===== src/rtl/mem_stage_lsu_if.sv =====
// rtl/mem_stage_lsu_if.sv - execute, data-memory and writeback signals of the memory stage
interface mem_stage_lsu_if;
    logic        flush;
    logic        ex_valid;
    logic [31:0] ex_pc;
    logic [31:0] ex_alu_result;
    logic [31:0] ex_store_data;
    logic        ex_mem_read;
    logic        ex_mem_write;
    logic [2:0]  ex_funct3;
    logic [4:0]  ex_rd;
    logic        ex_reg_write;
    logic        stall_o;
    logic        dmem_req;
    logic        dmem_we;
    logic [31:0] dmem_addr;
    logic [3:0]  dmem_be;
    logic [31:0] dmem_wdata;
    logic        dmem_ack;
    logic [31:0] dmem_rdata;
    logic        wb_valid;
    logic [31:0] wb_pc;
    logic [4:0]  wb_rd;
    logic        wb_reg_write;
    logic [31:0] wb_data;
    logic        exc_misaligned;
    logic        exc_fault;

    modport master (
        input  flush, ex_valid, ex_pc, ex_alu_result, ex_store_data, ex_mem_read,
               ex_mem_write, ex_funct3, ex_rd, ex_reg_write, dmem_ack, dmem_rdata,
        output stall_o, dmem_req, dmem_we, dmem_addr, dmem_be, dmem_wdata,
               wb_valid, wb_pc, wb_rd, wb_reg_write, wb_data, exc_misaligned, exc_fault
    );

    modport slave (
        output flush, ex_valid, ex_pc, ex_alu_result, ex_store_data, ex_mem_read,
               ex_mem_write, ex_funct3, ex_rd, ex_reg_write, dmem_ack, dmem_rdata,
        input  stall_o, dmem_req, dmem_we, dmem_addr, dmem_be, dmem_wdata,
               wb_valid, wb_pc, wb_rd, wb_reg_write, wb_data, exc_misaligned, exc_fault
    );
endinterface


===== src/rtl/mem_stage_lsu.sv =====
// rtl/mem_stage_lsu.sv - load/store unit of the memory stage with access timeout
module mem_stage_lsu #(
    parameter int TIMEOUT = 16
) (
    input logic           clk,
    input logic           rst,
    mem_stage_lsu_if.master bus
);
    localparam int CW = $clog2(TIMEOUT) + 1;
    localparam logic [CW-1:0] CNT_LAST = CW'(TIMEOUT - 1);

    typedef enum logic {IDLE, BUSY} state_t;

    state_t        state;
    logic [CW-1:0] cnt;
    logic [2:0]    ld_funct3;
    logic [1:0]    ld_off;
    logic          pend_reg_write;

    logic       accept, mem_op, bad_op, misaligned;
    logic [1:0] off;
    logic [3:0] st_be;
    logic [31:0] st_wdata, ld_data;
    logic [7:0]  ld_byte;
    logic [15:0] ld_half;

    assign accept = bus.ex_valid && (state == IDLE) && !bus.flush;
    assign mem_op = bus.ex_mem_read || bus.ex_mem_write;
    assign off    = bus.ex_alu_result[1:0];
    assign bad_op = (bus.ex_mem_read && bus.ex_mem_write) || (bus.ex_funct3 == 3'b011)
                 || (bus.ex_funct3 == 3'b110) || (bus.ex_funct3 == 3'b111);
    assign misaligned = ((bus.ex_funct3[1:0] == 2'b01) && off[0])
                     || ((bus.ex_funct3[1:0] == 2'b10) && (off != 2'b00));

    always_comb begin
        st_be    = 4'b1111;
        st_wdata = bus.ex_store_data;
        case (bus.ex_funct3[1:0])
            2'b00: begin
                st_be    = 4'b0001 << off;
                st_wdata = {4{bus.ex_store_data[7:0]}};
            end
            2'b01: begin
                st_be    = off[1] ? 4'b1100 : 4'b0011;
                st_wdata = {2{bus.ex_store_data[15:0]}};
            end
            default: ;
        endcase
    end

    // Load lane selection uses the offset captured at acceptance, not the live bus.
    always_comb begin
        ld_half = ld_off[1] ? bus.dmem_rdata[31:16] : bus.dmem_rdata[15:0];
        case (ld_off)
            2'b00:   ld_byte = bus.dmem_rdata[7:0];
            2'b01:   ld_byte = bus.dmem_rdata[15:8];
            2'b10:   ld_byte = bus.dmem_rdata[23:16];
            default: ld_byte = bus.dmem_rdata[31:24];
        endcase
        case (ld_funct3)
            3'b000:  ld_data = {{24{ld_byte[7]}}, ld_byte};
            3'b001:  ld_data = {{16{ld_half[15]}}, ld_half};
            3'b100:  ld_data = {24'd0, ld_byte};
            3'b101:  ld_data = {16'd0, ld_half};
            default: ld_data = bus.dmem_rdata;
        endcase
    end

    always_ff @(posedge clk or posedge rst) begin
        if (rst) begin
            state              <= IDLE;
            cnt                <= '0;
            ld_funct3          <= '0;
            ld_off             <= '0;
            pend_reg_write     <= 1'b0;
            bus.stall_o        <= 1'b0;
            bus.dmem_req       <= 1'b0;
            bus.dmem_we        <= 1'b0;
            bus.dmem_addr      <= '0;
            bus.dmem_be        <= '0;
            bus.dmem_wdata     <= '0;
            bus.wb_valid       <= 1'b0;
            bus.wb_pc          <= '0;
            bus.wb_rd          <= '0;
            bus.wb_reg_write   <= 1'b0;
            bus.wb_data        <= '0;
            bus.exc_misaligned <= 1'b0;
            bus.exc_fault      <= 1'b0;
        end else begin
            bus.wb_valid       <= 1'b0;
            bus.exc_misaligned <= 1'b0;
            bus.exc_fault      <= 1'b0;
            case (state)
                IDLE: if (accept) begin
                    bus.wb_pc   <= bus.ex_pc;
                    bus.wb_rd   <= bus.ex_rd;
                    bus.wb_data <= bus.ex_alu_result;
                    if (!mem_op) begin
                        bus.wb_valid     <= 1'b1;
                        bus.wb_reg_write <= bus.ex_reg_write;
                    end else if (bad_op || misaligned) begin
                        bus.wb_valid       <= 1'b1;
                        bus.wb_reg_write   <= 1'b0;
                        bus.exc_fault      <= bad_op;
                        bus.exc_misaligned <= !bad_op;
                    end else begin
                        state          <= BUSY;
                        bus.stall_o    <= 1'b1;
                        bus.dmem_req   <= 1'b1;
                        bus.dmem_we    <= bus.ex_mem_write;
                        bus.dmem_addr  <= {bus.ex_alu_result[31:2], 2'b00};
                        bus.dmem_be    <= bus.ex_mem_write ? st_be : 4'b1111;
                        bus.dmem_wdata <= bus.ex_mem_write ? st_wdata : 32'd0;
                        cnt            <= '0;
                        ld_funct3      <= bus.ex_funct3;
                        ld_off         <= off;
                        pend_reg_write <= bus.ex_mem_read && bus.ex_reg_write;
                    end
                end
                BUSY: begin
                    // An ack in the final counted cycle still completes the access.
                    if (bus.dmem_ack) begin
                        state            <= IDLE;
                        bus.stall_o      <= 1'b0;
                        bus.dmem_req     <= 1'b0;
                        bus.wb_valid     <= 1'b1;
                        bus.wb_reg_write <= pend_reg_write;
                        bus.wb_data      <= ld_data;
                    end else if (cnt == CNT_LAST) begin
                        state            <= IDLE;
                        bus.stall_o      <= 1'b0;
                        bus.dmem_req     <= 1'b0;
                        bus.wb_valid     <= 1'b1;
                        bus.wb_reg_write <= 1'b0;
                        bus.exc_fault    <= 1'b1;
                    end else begin
                        cnt <= cnt + 1'b1;
                    end
                end
                default: state <= IDLE;
            endcase
        end
    end
endmodule


===== src/flat_wrapper.sv =====
// flat-port wrapper written by rule: the top's interface ports become plain ports
module mem_stage_lsu_flat 
#(
    parameter int TIMEOUT = 16
)
  (clk, rst, bus_flush, bus_ex_valid, bus_ex_pc, bus_ex_alu_result, bus_ex_store_data, bus_ex_mem_read, bus_ex_mem_write, bus_ex_funct3, bus_ex_rd, bus_ex_reg_write, bus_dmem_ack, bus_dmem_rdata, bus_stall_o, bus_dmem_req, bus_dmem_we, bus_dmem_addr, bus_dmem_be, bus_dmem_wdata, bus_wb_valid, bus_wb_pc, bus_wb_rd, bus_wb_reg_write, bus_wb_data, bus_exc_misaligned, bus_exc_fault);
  mem_stage_lsu_if bus_i ();
  input logic clk;
  input logic rst;
  input wire logic [$bits(bus_i.flush)-1:0] bus_flush;
  input wire logic [$bits(bus_i.ex_valid)-1:0] bus_ex_valid;
  input wire logic [$bits(bus_i.ex_pc)-1:0] bus_ex_pc;
  input wire logic [$bits(bus_i.ex_alu_result)-1:0] bus_ex_alu_result;
  input wire logic [$bits(bus_i.ex_store_data)-1:0] bus_ex_store_data;
  input wire logic [$bits(bus_i.ex_mem_read)-1:0] bus_ex_mem_read;
  input wire logic [$bits(bus_i.ex_mem_write)-1:0] bus_ex_mem_write;
  input wire logic [$bits(bus_i.ex_funct3)-1:0] bus_ex_funct3;
  input wire logic [$bits(bus_i.ex_rd)-1:0] bus_ex_rd;
  input wire logic [$bits(bus_i.ex_reg_write)-1:0] bus_ex_reg_write;
  input wire logic [$bits(bus_i.dmem_ack)-1:0] bus_dmem_ack;
  input wire logic [$bits(bus_i.dmem_rdata)-1:0] bus_dmem_rdata;
  output wire logic [$bits(bus_i.stall_o)-1:0] bus_stall_o;
  output wire logic [$bits(bus_i.dmem_req)-1:0] bus_dmem_req;
  output wire logic [$bits(bus_i.dmem_we)-1:0] bus_dmem_we;
  output wire logic [$bits(bus_i.dmem_addr)-1:0] bus_dmem_addr;
  output wire logic [$bits(bus_i.dmem_be)-1:0] bus_dmem_be;
  output wire logic [$bits(bus_i.dmem_wdata)-1:0] bus_dmem_wdata;
  output wire logic [$bits(bus_i.wb_valid)-1:0] bus_wb_valid;
  output wire logic [$bits(bus_i.wb_pc)-1:0] bus_wb_pc;
  output wire logic [$bits(bus_i.wb_rd)-1:0] bus_wb_rd;
  output wire logic [$bits(bus_i.wb_reg_write)-1:0] bus_wb_reg_write;
  output wire logic [$bits(bus_i.wb_data)-1:0] bus_wb_data;
  output wire logic [$bits(bus_i.exc_misaligned)-1:0] bus_exc_misaligned;
  output wire logic [$bits(bus_i.exc_fault)-1:0] bus_exc_fault;
  assign bus_i.flush = bus_flush;
  assign bus_i.ex_valid = bus_ex_valid;
  assign bus_i.ex_pc = bus_ex_pc;
  assign bus_i.ex_alu_result = bus_ex_alu_result;
  assign bus_i.ex_store_data = bus_ex_store_data;
  assign bus_i.ex_mem_read = bus_ex_mem_read;
  assign bus_i.ex_mem_write = bus_ex_mem_write;
  assign bus_i.ex_funct3 = bus_ex_funct3;
  assign bus_i.ex_rd = bus_ex_rd;
  assign bus_i.ex_reg_write = bus_ex_reg_write;
  assign bus_i.dmem_ack = bus_dmem_ack;
  assign bus_i.dmem_rdata = bus_dmem_rdata;
  assign bus_stall_o = bus_i.stall_o;
  assign bus_dmem_req = bus_i.dmem_req;
  assign bus_dmem_we = bus_i.dmem_we;
  assign bus_dmem_addr = bus_i.dmem_addr;
  assign bus_dmem_be = bus_i.dmem_be;
  assign bus_dmem_wdata = bus_i.dmem_wdata;
  assign bus_wb_valid = bus_i.wb_valid;
  assign bus_wb_pc = bus_i.wb_pc;
  assign bus_wb_rd = bus_i.wb_rd;
  assign bus_wb_reg_write = bus_i.wb_reg_write;
  assign bus_wb_data = bus_i.wb_data;
  assign bus_exc_misaligned = bus_i.exc_misaligned;
  assign bus_exc_fault = bus_i.exc_fault;
  mem_stage_lsu #(.TIMEOUT(TIMEOUT)) u_core (.clk(clk), .rst(rst), .bus(bus_i));
endmodule

===== config.mk =====
export PLATFORM = sky130hd
export DESIGN_NAME = mem_stage_lsu_flat
export DESIGN_NICKNAME = d
export VERILOG_FILES = /design/src/rtl/mem_stage_lsu_if.sv /design/src/rtl/mem_stage_lsu.sv /design/src/flat_wrapper.sv
export SDC_FILE = /design/constraint.sdc
export NUM_CORES = 1
export LEC_CHECK = 0
export ABC_AREA = 1
export CAP_MARGIN = 30
export CORE_MARGIN = 10
export CORE_UTILIZATION = 41
export CTS_BUF_LIST = sky130_fd_sc_hd__clkbuf_4
export DETAILED_ROUTE_END_ITERATION = 10
export MAX_ROUTING_LAYER = met4
export PLACE_DENSITY = 0.79
export SLEW_MARGIN = 20
export SYNTH_ARGS = -nofsm -noshare
export SYNTH_HDL_FRONTEND = slang
export SYNTH_SLANG_ARGS = --single-unit

===== constraint.sdc =====
create_clock -name clk -period 5.5 [get_ports clk]
set_input_delay 1.375 -clock clk [delete_from_list [all_inputs] [get_ports clk]]
set_output_delay 1.375 -clock clk [all_outputs]
set_load 0.02 [all_outputs]

==> results.tsv <==
stage	metric	value	unit
status	status	finished, final reports clean	
critical_path	critPathLaunchType	input pin	
global_routing	grt-ovfl-total	0	
clock_network	clk_latency	0.57	ns
floorplanning	die_w	153	um
timing	setup_viol	0	
yosys	syn_area	7220	um^2
final_layout	multi_input_area	2940	um^2
global_routing	grt_max_degree	81	
clock_network	clock-sinks	153	
timing	rsz0062_at_grt	false	
critical_path	regToRegEndpoint	u_core.bus.dmem_wdata[12]	
yosys	synthTopCellsByArea	dfrtp_1 53%, nand2_1 24%, a21oi_1 4.2%, o21ai_0 3.7%, nand3_1 3.1%	
clock_network	clock_path_buffers	2	
critical_path	cpLargestDelayFamily	simple AND/OR/NAND/NOR gates	
floorplanning	design.core.area	17300	um^2
drt	drtAntennaViolNets	0	
job	drv_cap	0	
placement	dp_hpwl	19600	um
final_layout	antennaDiodeCount	0	
clock_network	cts_root_buffer	clkbuf_4	
drt	wl_per_cell	18.0	um
final_layout	drive_gt1_share	4.21	%
critical_path	endpoint_kind	flop	
critical_path	required	6.01	ns
yosys	postSynthCellCount	961	
clock_network	cts_max_level	4	
timing	finalMaxSlewViolations	0	
clock_network	cts_setup_buffers	0	
global_routing	grt_usage	22.7	%
clock_network	hold_buffers	0	
global_routing	grt_busiest_layer	met2	
drt	vias	7282	
final_layout	area_delta_synth_final	45.0	%
critical_path	r2r_slack	2.06	ns
critical_path	critPathKind	in -> reg	
clock_network	path_clk_slew	0.14	ns
yosys	syn_avg_cell_area	7.51	um^2
timing	period_minus_slack	3.61	ns
timing	fin_crit_sh	65.6	%
drt	vias_per_cell	4.99	
clock_network	cts_tree	built	
critical_path	cp_cell_sequence	clkdlybuf4s50_1, inv_1, nor2_1, nand2_2, nor2_1, nand3_4, nor2_4, nand3_1, nand2_1	
global_routing	grt_pass1_vias	7603	
timing	finalSetupTns	0	ns
final_layout	register_area	3830	um^2
placement	dpl-instance-area	10200	um^2
floorplanning	die_h	153	um
drt	first_pass_iters	5	
critical_path	cp_slowest_stage_delay	0.62	ns
worst_hold_path	holdCritStartpoint	u_core.bus.dmem_addr[10]	
final_layout	nets	1367	
critical_path	ff2ff_path_depth	7	
critical_path	critPathSlowestCell	nor2_4	
global_routing	use_met1	27.9	%
yosys	yosysTopAreaCellShare	53.0	%
yosys	synth_area_leader_cell	dfrtp_1	
yosys	ys.warnings.count	0	
drt	drt_iter0_drc	629	
global_routing	grtUsageMet2	35.5	%
worst_hold_path	hold_end	u_core.bus.dmem_addr[10]	
global_routing	grt_first_pass_wirelength	41400	um
drt	routed_wl	26200	um
floorplanning	core.rowCount	48	
timing	relSlewSlack	41.6	%
timing	hold_viol	0	
yosys	ys_seq_area_share	53.0	%
timing	timing.fmax	277	MHz
floorplanning	dieArea	23300	um^2
critical_path	worstSetupStartpoint	bus_ex_valid	
critical_path	r2r-start	u_core.state	
critical_path	worst_path_most_repeated_cell	nor2_1	
worst_hold_path	whs_path_depth	2	
floorplanning	io_pins	288	
global_routing	grt_util_met3	6.83	%
pwr	powerDensity	346	nW/um^2
timing	tightest_slew	0.873	ns
final_layout	fin_area	10500	um^2
critical_path	crit_buf_inv	2	
drt	drc_errors	0	
worst_hold_path	hold_class	reg -> reg	
final_layout	fill_cells	1585	
clock_network	cts_resized	0	
clock_network	cts_buffers	17	
critical_path	cp.arrival	4.12	ns
final_layout	final_cell_mix	459 x nand2_1, 285 x clkdlybuf4s50_1, 153 x dfrtp_1, 61 x a21oi_1, 60 x nor2_1	
yosys	ys_ff_latch	153	
floorplanning	initial_utilization	41.7	%
placement	gp_congestion	0.922	
placement	port_buffers	285	
pwr	ir_drop	0.153	mV
pwr	p_leak	5.14	nW
yosys	synth.distinct_cells	28	
timing	fin_skew	0.0158	ns
critical_path	cp_max_fo	34	
final_layout	layout_commonest_cell	nand2_1	
global_routing	antenna_found_initial	0	
## cell families (layout without fill, tap and decap cells)
family,count (synthesis),in the layout,share of synthesized area [%]
compound gates,125,125,9.03
other cells,1,2,0.0519
simple gates,573,573,31.0
flops,153,153,53.0
xor+xnor,1,1,0.121
buf+inv,106,378,6.43
fa+ha+maj,2,2,0.347
## worst reg2reg max path, cell delays in order (launching register included)
cell	delay, ns
dfrtp_1	0.51
inv_2	0.55
nand2_2	0.62
nor2_1	0.44
nand3_4	0.36
nor2_4	0.63
nand3_1	0.18
nand2_1	0.11
## power by group
part,total (mW),switching (mW),internal (mW),leakage (nW)
sequential,1.52,0.169,1.35,1.91
combinational,1.37,0.751,0.618,3.07
clock,0.730,0.451,0.278,0.149
## layout make-up
class	count	area share, %
multi-input cells	703	28.1
well taps	225	2.69
inverters	54	1.98
flip-flops and latches	153	36.6
repair buffers	292	27.9
clock inverters	15	1.57
clock buffers	17	1.22
## flip-flops by register name, indices dropped and copies added (netlist names), 2 cells and up
register and cells:
u_core.bus.dmem_wdata 32, u_core.cnt 5, u_core.ld_off 2, u_core.bus.wb_pc 32, u_core.bus.dmem_addr 30, u_core.bus.wb_data 32
u_core.bus.wb_rd 5, u_core.bus.dmem_be 4, u_core.ld_funct3 3
## synth_stat cells
master / instances
a21boi_2: 1
a21oi_1: 61
a21oi_2: 1
buf_1: 1
buf_2: 17
buf_4: 8
buf_6: 2
clkbuf_1: 24
clkinv_1: 1
conb_1: 1
dfrtp_1: 153
ha_1: 2
inv_1: 49
inv_2: 4
nand2_1: 460
nand3_1: 45
nand3_2: 1
nand3b_1: 1
nor2_1: 60
nor2_4: 1
nor3_1: 1
nor3b_1: 1
o211ai_1: 3
o21ai_0: 54
o22ai_1: 4
o32ai_1: 1
or2_2: 3
xor2_1: 1
## layer usage
layer / share of wire, % / routed length (um)
met2: 46 / 12100
met3: 9.2 / 2410
met1: 43 / 11200
met4: 2.0 / 515
met5: 0 / 0
## stage by stage
| stage | utilization (%) | hold slack [ns] | instances | setup slack (ns) | power, mW |
|---|---|---|---|---|---|
| 6_report | 60.5 | 0.493 | 1459 | 1.89 | 3.62 |
| 5_1_grt | 60.5 | 0.514 | 1459 | 1.59 | 3.84 |
| 4_1_cts | 60.5 | 0.497 | 1459 | 1.88 | 3.66 |
| 3_5_place_dp | 58.8 | 0.464 | 1427 | 1.27 | 2.92 |
| 3_3_place_gp | 58.8 | 0.461 | 1427 | 1.34 | 2.90 |
| 2_1_floorplan | - | 0.454 | 962 | 0.00355 | 2.20 |
## how the worst max path moves through the flow
| stage | endpoint | cells after the start |
|---|---|---|
| after floorplan | u_core.bus.dmem_addr[10] | 1 |
| after global placement | u_core.bus.dmem_wdata[4] | 9 |
| after detailed placement | u_core.bus.dmem_wdata[12] | 9 |
| after CTS | u_core.bus.dmem_wdata[12] | 9 |
| after global routing | u_core.bus.dmem_wdata[12] | 9 |
| final | u_core.bus.dmem_wdata[12] | 9 |
No activity file was read; power rests on OpenSTA's default activity.
